<file path="src/rtl/uart_tx_buffered.sv">
// uart_tx_buffered: 16-deep byte FIFO feeding a runtime-configurable UART serializer.
// Ports:
//   clk, rst          system clock, asynchronous active-high reset
//   wr_en, wr_data    push one byte into the FIFO (dropped while full)
//   parity            0/3 none, 1 even, 2 odd (honoured only with UART_TX_PARITY_EN)
//   stop_sel          0 = one stop bit, 1 = two stop bits
//   baudcontrol       bit period minus one, in clk cycles
//   tx                serial line, idle high, LSB first
//   busy              frame in progress
//   full, empty       FIFO occupancy flags
//   count             FIFO occupancy
//   overflow          one-cycle pulse when a write is dropped
//   frame_done        one-cycle pulse during the last cycle of the last stop bit
// Build option: define UART_TX_PARITY_EN to add the parity bit and PARITY state;
// without it the parity input is ignored and frames are 8N1/8N2.
module uart_tx_buffered #(
   parameter int DEPTH      = 16,
   parameter int DEPTH_LOG2 = 4
) (
   input  logic                clk,
   input  logic                rst,
   input  logic                wr_en,
   input  logic [7:0]          wr_data,
   input  logic [1:0]          parity,
   input  logic                stop_sel,
   input  logic [23:0]         baudcontrol,
   output logic                tx,
   output logic                busy,
   output logic                full,
   output logic                empty,
   output logic [DEPTH_LOG2:0] count,
   output logic                overflow,
   output logic                frame_done
);
   typedef enum logic [2:0] {
      IDLE,
      START,
      DATA,
`ifdef UART_TX_PARITY_EN
      PARITY,
`endif
      STOP1,
      STOP2
   } state_t;

   localparam logic [DEPTH_LOG2:0] FULL_CNT = (DEPTH_LOG2 + 1)'(DEPTH);

   logic [7:0]            mem_q [DEPTH];
   logic [DEPTH_LOG2-1:0] rd_q, wr_q;
   logic [DEPTH_LOG2:0]   count_q, count_d;
   logic                  full_q, empty_q, ovf_q, push, pop;
   state_t                state_q, after_data;
   logic [7:0]            data_q;
   logic [2:0]            bit_q;
   logic [23:0]           cnt_q, bc_q;
   logic                  stop_q, tx_q, tx_d, busy_q, done_q, bit_end;

   assign push    = wr_en && !full_q;
   assign pop     = state_q == IDLE && !empty_q;
   assign count_d = count_q + (DEPTH_LOG2 + 1)'(push) - (DEPTH_LOG2 + 1)'(pop);
   assign bit_end = cnt_q == bc_q;

   always_ff @(posedge clk) begin
      if (push) mem_q[wr_q] <= wr_data;
   end

   // Pointers wrap naturally because DEPTH is a power of two.
   always_ff @(posedge clk or posedge rst) begin
      if (rst) begin
         rd_q    <= '0;
         wr_q    <= '0;
         count_q <= '0;
         full_q  <= 1'b0;
         empty_q <= 1'b1;
         ovf_q   <= 1'b0;
      end else begin
         if (push) wr_q <= wr_q + DEPTH_LOG2'(1);
         if (pop) rd_q <= rd_q + DEPTH_LOG2'(1);
         count_q <= count_d;
         full_q  <= count_d == FULL_CNT;
         empty_q <= count_d == '0;
         ovf_q   <= wr_en && full_q;
      end
   end

   // Head byte and frame format are captured together at pop so that config
   // changes mid-frame only affect the next frame.
   always_ff @(posedge clk or posedge rst) begin
      if (rst) begin
         data_q <= '0;
         bc_q   <= '0;
         stop_q <= 1'b0;
      end else if (pop) begin
         data_q <= mem_q[rd_q];
         bc_q   <= baudcontrol;
         stop_q <= stop_sel;
      end
   end

`ifdef UART_TX_PARITY_EN
   logic [1:0] par_q;

   always_ff @(posedge clk or posedge rst) begin
      if (rst) par_q <= '0;
      else if (pop) par_q <= parity;
   end

   // par_q 1 (even) sends XOR(data), 2 (odd) inverts it; ^par_q is true only for 1 and 2.
   assign after_data = ^par_q ? PARITY : STOP1;
   assign tx_d = state_q == START  ? 1'b0 :
                 state_q == DATA   ? data_q[bit_q] :
                 state_q == PARITY ? ^data_q ^ par_q[1] : 1'b1;
`else
   logic unused_parity;

   assign unused_parity = ^parity;
   assign after_data    = STOP1;
   assign tx_d = state_q == START ? 1'b0 :
                 state_q == DATA  ? data_q[bit_q] : 1'b1;
`endif

   // tx and busy are registered from the current state, so the line trails the
   // state by one cycle; frame_done is aligned with the last tx stop cycle.
   always_ff @(posedge clk or posedge rst) begin
      if (rst) begin
         state_q <= IDLE;
         bit_q   <= '0;
         cnt_q   <= '0;
         tx_q    <= 1'b1;
         busy_q  <= 1'b0;
         done_q  <= 1'b0;
      end else begin
         tx_q   <= tx_d;
         busy_q <= state_q != IDLE;
         done_q <= bit_end && (state_q == STOP2 || (state_q == STOP1 && !stop_q));
         cnt_q  <= (bit_end || state_q == IDLE) ? '0 : cnt_q + 24'd1;
         if (state_q == DATA && bit_end) bit_q <= bit_q + 3'd1;
         case (state_q)
            IDLE:    if (!empty_q) state_q <= START;
            START:   if (bit_end) state_q <= DATA;
            DATA:    if (bit_end && bit_q == 3'd7) state_q <= after_data;
`ifdef UART_TX_PARITY_EN
            PARITY:  if (bit_end) state_q <= STOP1;
`endif
            STOP1:   if (bit_end) state_q <= stop_q ? STOP2 : IDLE;
            STOP2:   if (bit_end) state_q <= IDLE;
            default: state_q <= IDLE;
         endcase
      end
   end

   assign tx         = tx_q;
   assign busy       = busy_q;
   assign full       = full_q;
   assign empty      = empty_q;
   assign count      = count_q;
   assign overflow   = ovf_q;
   assign frame_done = done_q;
endmodule

</file>
<file path="config.mk">
export PLATFORM = sky130hd
export DESIGN_NAME = uart_tx_buffered
export DESIGN_NICKNAME = d
export VERILOG_FILES = /design/src/rtl/uart_tx_buffered.sv
export SDC_FILE = /design/constraint.sdc
export NUM_CORES = 1
export LEC_CHECK = 0
export ABC_AREA = 1
export ABC_CLOCK_PERIOD_IN_PS = 3650
export BUFFER_PORTS_ARGS = -buffer_cell sky130_fd_sc_hd__clkbuf_2
export CORE_ASPECT_RATIO = 1.25
export CORE_UTILIZATION = 59
export DETAILED_ROUTE_END_ITERATION = 10
export GPL_TIMING_DRIVEN = 1
export PLACE_DENSITY_LB_ADDON = 0.3
export SLEW_MARGIN = 30
export SYNTH_ARGS = -nofsm -noshare
export SYNTH_HDL_FRONTEND = slang
export SYNTH_SLANG_ARGS = --single-unit
</file>
<file path="constraint.sdc">
create_clock -name clk -period 3.65 [get_ports clk]
set_input_delay 0.365 -clock clk [delete_from_list [all_inputs] [get_ports clk]]
set_output_delay 0.365 -clock clk [all_outputs]
set_load 0.02 [all_outputs]
</file>
# --- Word-level counts from Yosys, hierarchy flattened ---
# Memory sizes are Yosys's and may differ from the RTL's. A register that Yosys moved wholly into a read port is not among the register bits.
# Index checks and enable logic that the tools add are counted.
# Widths: inputs -> output; s select.
word_totals:
  ff_bits: 74
  ramBits: 128
  elab_cells: 64
  mem_count: 1
classes:
  add_sub_neg: 6
  magnitude_cmp: 1
  n_eq_ne: 12
  n_mux: 14
  reduce_logical: 16
memory_table:
  columns: ["memory", "words", "word_bits", "rd", "rd_clocked_by_memory_dff", "wr", "line_no", "text"]
  rows:
  - ["mem_q", 16, 8, 1, 1, 1, "48", "logic [7:0] mem_q [DEPTH];"]
ops:
  columns: ["operator", "count"]
  rows:
  - ["$add 24x1->24 const B", 1]
  - ["$eq 24x24->1", 1]
  - ["$mux 24", 1]
  - ["$mux 3", 6]
  - ["$pmux 3 s5", 1]
  - ["$add 4x1->4 const B", 2]
  - ["$ne 2x2->1 const B", 4]
  - ["$logic_and 1x1->1", 7]
  - ["$eq 3x2->1 const B", 2]
  - ["$eq 3x3->1 const B", 2]
  - ["$add 5x1->5", 1]
  - ["$eq 5x5->1 const B", 1]
  - ["$logic_not 5->1", 1]
  - ["$mux 1", 5]
  - ["$reduce_and 5->1", 1]
  - ["$sub 5x1->5", 1]
  - ["$lt 3x4->1 const B", 1]
  - ["$add 3x1->3 const B", 1]
  - ["$bmux 1 s3", 1]
  - ["$eq 3x1->1 const B", 1]
  - ["$logic_not 1->1", 3]
  - ["$logic_not 3->1", 1]
  - ["$reduce_bool 3->1", 1]
  - ["$logic_or 1x1->1", 2]
  - ["$ne 2x1->1 const B", 1]

# --- Logic depth before layout (Yosys ltp) ---
# Gate-level depths: netlist of the first run.
depth:
  depth_word: 5
  ltp_mapped: 13
  depth_no_buf: 12

# --- Worst setup path before layout of the first run ---
# Ideal clock, no wire load.
synth_timing:
  path_type: "flip-flop to flip-flop"
  start: "register state_q[0]"
  end: "register empty_q, in the netlist empty"
  setup_time_ns: 0.067
  arrival_time_ns: 2.254
  required_ns: 3.583
  path_slack_ns: 1.329
  path_stages_with_launch: 14
  period_less_slack_ns: 2.321
  path_cell_list: "dfrtp_1 nor2_4 nand2_4 nor2_4 buf_2 ha_1 inv_1 ha_1 fa_1 nand3_1 nand2_1 xnor2_1 inv_1 nor2_1"
synth_between:
  elab_chain_len: 4
synth_rtl:
  columns: ["item", "line_no", "text"]
  rows:
  - ["start: declaration", "52", "state_t state_q, after_data;"]
  - ["start signal: assignment", "141", "DATA: if (bit_end && bit_q == 3'd7) state_q <= after_data;"]
  - ["start signal: assignment", "145", "STOP1: if (bit_end) state_q <= stop_q ? STOP2 : IDLE;"]
  - ["$logic_not 3->1", "59", "assign pop = state_q == IDLE && !empty_q;"]
  - ["$logic_and 1x1->1", "59", null]
  - ["via pop", "51", "logic full_q, empty_q, ovf_q, push, pop;"]
  - ["$sub 5x1->5", "60", "assign count_d = count_q + (DEPTH_LOG2 + 1)'(push) - (DEPTH_LOG2 + 1)'(pop);"]
  - ["via count_d[4]", "50", "logic [DEPTH_LOG2:0] count_q, count_d;"]
  - ["$logic_not 5->1", "81", "empty_q <= count_d == '0;"]
  - ["end signal: assignment", "74", "empty_q <= 1'b1;"]
  - ["end signal: assignment", "81", null]
  - ["end: declaration", "51", null]
# The timed path passes the listed nets, and every way through them passes these cells.
# A chain may end at the register's enable or synchronous reset.

# --- Worst setup path after layout of the first run ---
layout_timing:
  start: "register full_q, in the netlist full"
  end: "register empty_q, in the netlist empty"
layout_between:
  elab_chain_len: 5
layout_rtl:
  columns: ["item", "line_no", "text"]
  rows:
  - ["start: declaration", "51", null]
  - ["start signal: assignment", "73", "full_q <= 1'b0;"]
  - ["start signal: assignment", "80", "full_q <= count_d == FULL_CNT;"]
  - ["$logic_not 1->1", "58", "assign push = wr_en && !full_q;"]
  - ["$logic_and 1x1->1", "58", null]
  - ["$add 5x1->5", "60", null]
  - ["$sub 5x1->5", "60", null]
  - ["via count_d[4]", "50", null]
  - ["$logic_not 5->1", "81", null]
# The timed path passes the listed nets, and every way through them passes these cells.

==> impl_metrics.tcl, run 1 <==
set metrics [dict create \
    status "finished clean" \
    yosysSeqAreaShare 0.6323 \
    max_freq_ghz 0.4344 \
    synth_nets 983 \
    io_buffers 46 \
    setup_viol 0 \
    pin_count 49 \
    drc 0 \
    cp_slowest_cell "fa_1" \
    rows 51 \
    netlist_instances 931 \
    clk_pin_slew_ns 0.06 \
    place_congestion 0.9164 \
    yosysUniqueCellTypes 36 \
    irDropWorstVdd_v 0.0007077 \
    postRouteAntennaNets 0 \
    root_buffer "clkbuf_16" \
    final_cells 1208 \
    p_leak_nw 4.357 \
    max_slew_margin 0.4605 \
    coreArea_sq_mm 0.01551 \
    ys_ff_latch 210 \
    antenna_cells 0 \
    synthesis.area_sq_mm 0.009328 \
    cp.arrival_ns 2.73 \
    cts_resized 0 \
    die_area_sq_mm 0.01632 \
    drive_gt1_frac 0.1084 \
    period_share 0.6307 \
    cpPeakStageDelay_ns 0.42 \
    area_delta_synth_final_pct 12.84 \
    hp-class "primary input to flop" \
    cpMostUsedCell "inv_1" \
    drt_wl_total_mm 19.21 \
    antenna_found_initial 0 \
    startpoint_type "flop" \
    power.density_mw_per_mm2 788.4 \
    grt_overflow 0 \
    grt_pass1_vias 6416 \
    grtUsageTotal 0.2483 \
    worst_pin_slew_ns 0.8084 \
    avgRoutedWirePerCell_um 15.90 \
    cts_tree "done" \
    synth-edff-count 128 \
    clock_skew_ns 0.01178 \
    crit_path_end_kind "flop" \
    grt_pass1_wl_mm 31.07 \
    fin_setup_tns_ns 0 \
    finalMaxSlewViolations 0 \
    hold_viol 0 \
    regArea_sq_mm 0.005899 \
    crit_chain "nor2_1 > buf_4 > inv_1 > ha_1 > inv_1 > ha_1 > fa_1 > nand3_1 > nand2_1 > xnor2_1 > inv_1 > nor2_1" \
    crit_fanout 9 \
    clockBufferDepth 3 \
    ys_warn_count 0 \
    yosys_most_used_dff "edfxtp_1" \
    die_w_um 114.5 \
    grt_max_degree 67 \
    h-tree-depth 1 \
    critPathKind "flop to flop" \
    report.power.total_mw 8.298 \
    clkSinkCount 210 \
    multi_input_area_sq_mm 0.002982 \
    start_util 0.6015 \
    finalNetCount 1033 \
    cts_buffers 21 \
    hpwlAfterDp_mm 12.25 \
    drtPass1Iterations 5 \
    timing.max_cap.violations 0 \
    die_h_um 142.6 \
    via_count 6425 \
    drtIter0Drc 459 \
    rsz0062_at_grt "false" \
    clk_latency_ns 0.50 \
    required_ns 4.08 \
    fillCellCount 1163 \
    min_period_ns 2.302 \
    syn_area_per_cell_sq_um 10.02 \
    vias_per_cell 5.319 \
    dp_cells 1169 \
    async_flop_share 0.3905 \
]
cell usage in the layout, fill, tap and decap left out, types with 2 or more instances in the layout:
cell type and instances:
nand2_1 247, edfxtp_1 128, nor2_1 117, o21ai_0 80
dfrtp_1 79, inv_1 78, clkbuf_2 46, nand3_1 30
a21oi_1 24, clkbuf_16 22, xor2_1 21, nor3_1 18
o22ai_1 16, mux2i_1 14, ha_1 13, buf_4 7
nand4_1 6, nor2_4 5, bufinv_16 5, inv_2 4
clkinv_1 4, nand2_2 3, xnor2_1 3, clkbuf_1 3
nand2_4 2, nor2_2 2, clkinv_2 2, a21boi_0 2
clkbuf_8 2, dfstp_2 2
cell type report:
class	count	share of cell area
multi-input combinational	610	0.2833
inverter	84	0.03008
tap	212	0.02520
timing repair buffer	54	0.02782
clock inverter	11	0.01712
sequential	210	0.5605
clock buffer	27	0.05599
where the power goes:
part	internal [mW]	switching (mW)
sequential	2.99	0.247
clock	1.49	0.871
combinational	0.850	1.84
total	5.34	2.96
repair_timing:
item / in CTS / in global routing
setup buffers: 0 / 0
hold buffers: 1 / 0
setup endpoints to repair: 0 / 0
hold endpoints to repair: 26 / 0
stage by stage:
stage | area (sq um) | setup WS, ns | utilization | hold slack, ns
2_1_floorplan | 9328 | 1.180 | - | 0.4494
3_3_place_gp | 9746 | 1.333 | 0.6285 | 0.4002
3_5_place_dp | 9746 | 1.266 | 0.6285 | 0.4046
4_1_cts | 10530 | 1.317 | 0.6788 | 0.05049
5_1_grt | 10530 | 1.167 | 0.6788 | 0.05487
6_report | 10530 | 1.348 | 0.6788 | 0.06285
sequential cells by signal, indices dropped and copies added (netlist names):
| name | cells |
|---|---|
| empty | 1 |
| state_q | 3 |
| rd_q | 4 |
| cnt_q | 24 |
| frame_done | 1 |
| full | 1 |
| data_q | 8 |
| tx | 1 |
| overflow | 1 |
| bc_q | 24 |
| mem_q | 128 |
| count | 5 |
| stop_q | 1 |
| busy | 1 |
| bit_q | 3 |
| wr_q | 4 |
worst max-delay path, delay by kind of cell (launching register included):
kind / cells / cell delay, ns
fa+ha+maj: 3 / 0.88
xor+xnor: 1 / 0.19
simple gates: 4 / 0.42
buf+inv: 4 / 0.36
flops: 1 / 0.39
final timing paths:
check | start | end | slack, ns | cells past startpoint
max in group asynchronous | rst | bc_q[17] | 2.46 | 4
hold reg to reg | data_q[7] | data_q[7] | 0.48 | 2
setup reg to reg | full | empty | 1.35 | 12
min in group asynchronous | rst | count[4] | 0.43 | 3
hold / removal | wr_en | overflow | 0.06 | 3
setup / recovery | full | empty | 1.35 | 12
Yosys cell counts (2+ instances only):
cell type / instances / share of area
nor2_2: 2 / 0.0013
nor3_1: 18 / 0.0097
mux2i_1: 14 / 0.015
xnor2_1: 3 / 0.0028
nor2_1: 117 / 0.047
nand2_2: 3 / 0.0020
nor2_4: 5 / 0.0060
edfxtp_1: 128 / 0.41
inv_1: 79 / 0.032
nand2_1: 247 / 0.099
inv_2: 4 / 0.0016
o21ai_0: 80 / 0.043
dfstp_2: 2 / 0.0056
nand3_1: 30 / 0.016
a21oi_1: 24 / 0.013
o22ai_1: 16 / 0.011
nand2_4: 2 / 0.0024
clkbuf_1: 13 / 0.0052
buf_2: 9 / 0.0048
xor2_1: 21 / 0.020
a21boi_0: 2 / 0.0016
nand4_1: 6 / 0.0040
dfrtp_1: 80 / 0.21
ha_1: 13 / 0.017
buf_6: 2 / 0.0024
metal layers:
| metal | track usage | vias to the layer above | part of all wire |
|---|---|---|---|
| met1 | 0.2961 | 3015 | 0.40 |
| met3 | 0.03492 | 48 | 0.054 |
| met5 | 0 | - | 0 |
| met2 | 0.4498 | 192 | 0.52 |
| li1 | - | 3170 | - |
| met4 | 0.1005 | 0 | 0.028 |
cells by family after synthesis:
| logic type | synth area share |
|---|---|
| buffers and inverters | 0.04802 |
| DFF | 0.6323 |
| muxes | 0.01502 |
| AOI/OAI and AO/OA | 0.06881 |
| xor gates and xnor gates | 0.02254 |
| and+or+nand+nor | 0.1937 |
| adders and majority gates | 0.01958 |
Note: power is estimated with default switching activity, not from simulation.
==> run 2: changes to the inputs <==
--- a/config.mk
+++ b/config.mk
@@ -6,7 +6,7 @@
 export NUM_CORES = 1
 export LEC_CHECK = 0
 export ABC_AREA = 1
-export ABC_CLOCK_PERIOD_IN_PS = 3650
+export ABC_CLOCK_PERIOD_IN_PS = 2400
 export BUFFER_PORTS_ARGS = -buffer_cell sky130_fd_sc_hd__clkbuf_2
 export CORE_ASPECT_RATIO = 1.25
 export CORE_UTILIZATION = 59
==> constraint.sdc (replaced) <==
create_clock -name clk -period 2.4 [get_ports clk]
set_input_delay 0.24 -clock clk [delete_from_list [all_inputs] [get_ports clk]]
set_output_delay 0.24 -clock clk [all_outputs]
set_load 0.02 [all_outputs]
==> run 2 against run 1 <==
  * Combinational power up 61%
  * Sequential cell count unchanged
  * Largest power group unchanged
  * Largest cell class unchanged
  * Worst hold slack better by 0.17 ns
  * Wire length up 2.3%
  * Critical path type unchanged
==> impl_metrics.tcl, run 2 (synthesized netlist as in run 1, its figures left out) <==
set metrics [dict create \
    r2r-start "state_q[1]" \
    antenna_cells 0 \
    io_buffers 46 \
    drt_wl_total_mm 19.65 \
    drtIter0Drc 345 \
    worst_pin_slew_ns 0.7209 \
    startpoint_type "flop" \
    clk_pin_slew_ns 0.06 \
    timing.max_cap.violations 0 \
    finalNetCount 1079 \
    period_share 0.9090 \
    avgRoutedWirePerCell_um 15.66 \
    coreArea_sq_mm 0.01551 \
    max_slew_margin 0.5176 \
    max_freq_ghz 0.4584 \
    grt_pass1_wl_mm 31.60 \
    dp_cells 1185 \
    cp-startpoint "state_q[1]" \
    regMostFlops "mem_q" \
    min_path_cells 1 \
    rows 51 \
    critPathKind "flop to flop" \
    via_count 6564 \
    min_period_ns 2.182 \
    clkSinkCount 210 \
    required_ns 2.82 \
    reg_top3 "mem_q: 128 flops, bc_q: 24 flops, cnt_q: 24 flops" \
    rsz0062_at_grt "false" \
    largest_reg_flops 128 \
    power.density_mw_per_mm2 1138 \
    cts_tree "done" \
    met1_usage 0.2928 \
    irDropWorstVdd_v 0.0006757 \
    start_util 0.6015 \
    setup_viol 0 \
    drive_gt1_frac 0.1189 \
    die_area_sq_mm 0.01632 \
    final_common_cell "nand2_1" \
    hp-class "primary input to flop" \
    pin_count 49 \
    hold_viol 0 \
    use_met2 0.4817 \
    fin_setup_tns_ns 0 \
    r2r_setup_slack_ns 0.22 \
    die_w_um 114.5 \
    status "finished clean" \
    grt_max_degree 63 \
    final_cells 1255 \
    root_buffer "clkbuf_16" \
    hold_end "mem_q[3][7]" \
    met3_usage 0.03578 \
    antenna_found_initial 0 \
    clockBufferDepth 3 \
    place_congestion 0.8724 \
    crit_path_end_kind "flop" \
    clk_latency_ns 0.49 \
    reg2reg_depth 11 \
    h-tree-depth 1 \
    timing.rr.end "empty" \
    grt_overflow 0 \
    hpwlAfterDp_mm 12.74 \
    vias_per_cell 5.230 \
    most-common-layout-cells "nand2_1, edfxtp_1, nor2_1, o21ai_0, dfrtp_1" \
    crit_fanout 5 \
    clock_skew_ns 0.006691 \
    drc 0 \
    drtPass1Iterations 5 \
    min-delay-start "wr_data[7]" \
    area_delta_synth_final_pct 16.45 \
    cts_buffers 22 \
    cp.arrival_ns 2.60 \
    die_h_um 142.6 \
    p_leak_nw 4.535 \
    grt_pass1_vias 6580 \
    postRouteAntennaNets 0 \
    finalMaxSlewViolations 0 \
    grtUsageTotal 0.2536 \
    busiest_layer "met2" \
]
==> run 2: cell count changes in the layout (fill, tap and decap cells not counted), moves of 2 or more <==
cell,previous run,this run
bufinv_16,5,0
buf_4,7,23
dlygate4sd3_1,1,27
clkinv_2,2,4
clkbuf_1,3,5
buf_12,0,3
clkinv_1,4,8
==> run 2: metal layers <==
metal,vias up,part of all wire
met4,0,0.021
met5,-,0
met2,137,0.54
met3,33,0.040
li1,3275,-
met1,3119,0.40
==> run 2: report_power, final <==
group	total [mW]	leakage (nW)	internal (mW)	switching, mW
clock	3.07	0.324	1.78	1.29
combinational	4.33	2.01	1.49	2.84
sequential	4.96	2.20	4.55	0.406
total	12.4	4.54	7.82	4.54
==> run 2: cell type report <==
type,count,area (sq um)
Sequential cell,210,5899
Fill cell,1169,4644
Multi-Input combinational cell,610,2989
Timing Repair Buffer,99,733.2
Clock buffer,29,608.1
Inverter,84,316.6
Tap cell,212,265.3
Clock inverter,11,50.05
==> run 2: how the worst max path moves through the flow <==
stage | end | slack [ns]
2_1_floorplan | bc_q[0] | 0.05
3_3_place_gp | empty | 0.21
3_5_place_dp | empty | 0.13
4_1_cts | empty | 0.10
5_1_grt | empty | 0.05
6_report | empty | 0.22
==> run 2: repair_timing <==
item | CTS | global route
buffers inserted | 0 | 3
hold buffers | 27 | 0
gates resized for setup | 0 | 1
endpoints found under the setup margin | 0 | 2
hold endpoints to repair | 60 | 0
==> run 2: stage by stage <==
stage | worst slack (ns) | instance area, sq um | utilization | total power [mW] | hold WS (ns)
global placement | 0.2088 | 9903 | 0.6387 | 9.079 | 0.3388
global route | 0.04973 | 10860 | 0.7005 | 13.18 | 0.2324
finish | 0.2184 | 10860 | 0.7005 | 12.36 | 0.2321
CTS | 0.1012 | 10830 | 0.6985 | 12.37 | 0.2059
detailed placement | 0.1313 | 9903 | 0.6387 | 9.225 | 0.3400
floorplan | 0.05487 | 9328 | - | 8.015 | 0.3389
==> run 2: critical path, cell delays in order, from the launching register on <==
cell and delay, ns:
dfrtp_1 0.41, inv_1 0.11, nand2_4 0.08, nor2_4 0.04
ha_1 0.27, inv_1 0.04, ha_1 0.20, fa_1 0.41
xor2_1 0.17, nor3_1 0.14, nand2_1 0.10, nor2_1 0.14
==> run 3: changes to the inputs <==
--- a/config.mk
+++ b/config.mk
@@ -8,8 +8,10 @@
 export ABC_AREA = 1
 export ABC_CLOCK_PERIOD_IN_PS = 2400
 export BUFFER_PORTS_ARGS = -buffer_cell sky130_fd_sc_hd__clkbuf_2
+export CELL_PAD_IN_SITES_DETAIL_PLACEMENT = 2
+export CELL_PAD_IN_SITES_GLOBAL_PLACEMENT = 2
 export CORE_ASPECT_RATIO = 1.25
-export CORE_UTILIZATION = 59
+export CORE_UTILIZATION = 35
 export DETAILED_ROUTE_END_ITERATION = 10
 export GPL_TIMING_DRIVEN = 1
 export PLACE_DENSITY_LB_ADDON = 0.3
==> run 3 against run 2 <==
  * Count of clock-buffer cells in the layout did not move
  * Combinational power rose by 8.1%
  * Wire length rose by 34%
  * Clock power rose by 16%
  * Global-route usage fell by 5.2 points
  * Power rose by 6.9%
  * Final cell count rose by 11%
  * Largest power group unchanged
  * Worst setup slack got worse by 0.10 ns
  * Non-clock buffer count rose by 3
  * Worst hold slack got worse by 0.032 ns
  * Highest routed layer unchanged
  * Die area rose by 67%
  * Via count rose by 4.5%
==> impl_metrics.tcl, run 3 (synthesized netlist as in run 1, its figures left out) <==
set metrics [dict create \
    rows 66 \
    timing.max_cap.violations 0 \
    cts_buffers 23 \
    hpwlAfterDp_mm 17.38 \
    p_leak_nw 4.578 \
    cpPeakStageDelay_ns 0.47 \
    via_count 6860 \
    drtIter0Drc 250 \
    clk_pin_slew_ns 0.06 \
    crit_fanout 6 \
    cts_tree "done" \
    max_freq_ghz 0.4376 \
    grt_overflow 0 \
    coreArea_sq_mm 0.02610 \
    cp.arrival_ns 2.72 \
    max_slew_margin 0.4962 \
    clockBufferDepth 3 \
    pin_count 49 \
    drtPass1Iterations 4 \
    regMostFlops "mem_q" \
    drt_wl_total_mm 26.36 \
    period_share 0.9522 \
    grt_pass1_wl_mm 41.91 \
    drc 0 \
    cp-startpoint "state_q[0]" \
    finish.utilization 0.4264 \
    irDropWorstVdd_v 0.0006766 \
    status "finished clean" \
    min_path_cells 1 \
    required_ns 2.84 \
    final_common_cell "nand2_1" \
    start_util 0.3575 \
    finalNetCount 1083 \
    grtUsageTotal 0.2015 \
    h-tree-depth 1 \
    setup_viol 0 \
    min-delay-start "wr_data[5]" \
    die_h_um 184.5 \
    power.density_mw_per_mm2 1187 \
    clock_skew_ns 0.01466 \
    critPathKind "flop to flop" \
    die_w_um 148.0 \
    root_buffer "clkbuf_16" \
    holdWs_ns 0.2001 \
    most-common-layout-cells "nand2_1, edfxtp_1, nor2_1, o21ai_0" \
    min_period_ns 2.285 \
    area_delta_synth_final_pct 19.29 \
    antenna_cells 0 \
    clkSinkCount 210 \
    largest_reg_flops 128 \
    reg_top3 "mem_q: 128 flops, bc_q: 24 flops, cnt_q: 24 flops" \
    antenna_found_initial 0 \
    worst_pin_slew_ns 0.7539 \
    drive_gt1_frac 0.1288 \
    hold_viol 0 \
    place_congestion 0.8005 \
    io_buffers 46 \
    postRouteAntennaNets 0 \
    grt_max_degree 63 \
    grt_pass1_vias 7752 \
    r2r-start "state_q[0]" \
    avgRoutedWirePerCell_um 18.99 \
    reg2reg_depth 10 \
    finalMaxSlewViolations 0 \
    cp_slowest_cell "fa_2" \
    vias_per_cell 4.942 \
    hp-class "primary input to flop" \
    die_area_sq_mm 0.02731 \
    crit_path_end_kind "flop" \
    clk_latency_ns 0.52 \
    crit_chain "nor2_4 > nand2_4 > nor2_4 > ha_1 > inv_1 > ha_1 > fa_2 > nor3_2 > nand2_1 > nor2_2" \
    startpoint_type "flop" \
]
==> run 3: cell types whose count changed in the layout (fill, tap and decap cells not counted), moves of 2 or more <==
cell | before | now
buf_4 | 23 | 27
bufinv_16 | 0 | 3
clkinv_1 | 8 | 5
clkinvlp_4 | 0 | 2
==> run 3: final timing paths <==
kind,endpoint,slack [ns]
max,full,0.11
min,mem_q[14][5],0.20
max reg2reg,full,0.11
min reg2reg,data_q[4],0.50
max in group asynchronous,cnt_q[22],1.37
min in group asynchronous,state_q[2],0.34
==> run 3: power breakdown <==
| part | switching (mW) | internal (mW) | total (mW) |
|---|---|---|---|
| sequential | 0.414 | 4.55 | 4.97 |
| combinational | 3.19 | 1.49 | 4.68 |
| clock | 1.47 | 2.09 | 3.56 |
==> run 3: area by class of cell <==
class | count | area, sq um
timing repair buffer | 102 | 743.2
sequential | 210 | 5901
tap | 340 | 425.4
inverter | 84 | 316.6
clock inverter | 13 | 143.9
fill | 2822 | 14970
multi-input combinational | 610 | 2999
clock buffer | 29 | 598.1
==> run 3: timing repair <==
action	in CTS	in global routing
setup buffers	1	1
hold buffers	27	0
endpoints found under the setup margin	1	3
hold endpoints to repair	60	0
resized for setup	1	4
pin swaps	0	1
==> run 3: per-layer routing <==
layer / vias up / wire length [um] / GRT usage
li1: 3278 / - / -
met1: 3458 / 10560 / 0.2248
met2: 90 / 14490 / 0.3946
met3: 34 / 775 / 0.02500
met4: 0 / 538 / 0.05608
met5: - / 0 / 0
==> run 3: critical path: cells and delay by family, from the launching register on <==
| kind | cells | cell delay [ns] |
|---|---|---|
| adders and majority gates | 3 | 0.88 |
| and+or+nand+nor | 6 | 0.81 |
| DFF | 1 | 0.44 |
| buffers and inverters | 1 | 0.05 |
==> run 3: stage by stage <==
stage / cell area, sq um / setup TNS, ns / setup WS, ns / std cells / power [mW]
2_1_floorplan: 9328 / 0 / 0.05487 / 931 / 8.015
3_3_place_gp: 10080 / 0 / 0.1740 / 1317 / 9.345
3_5_place_dp: 10080 / 0 / 0.05480 / 1317 / 9.615
4_1_cts: 11110 / 0 / 0.04372 / 1387 / 13.35
5_1_grt: 11130 / -0.005059 / -0.005059 / 1388 / 14.12
6_report: 11130 / 0 / 0.1146 / 1388 / 13.21
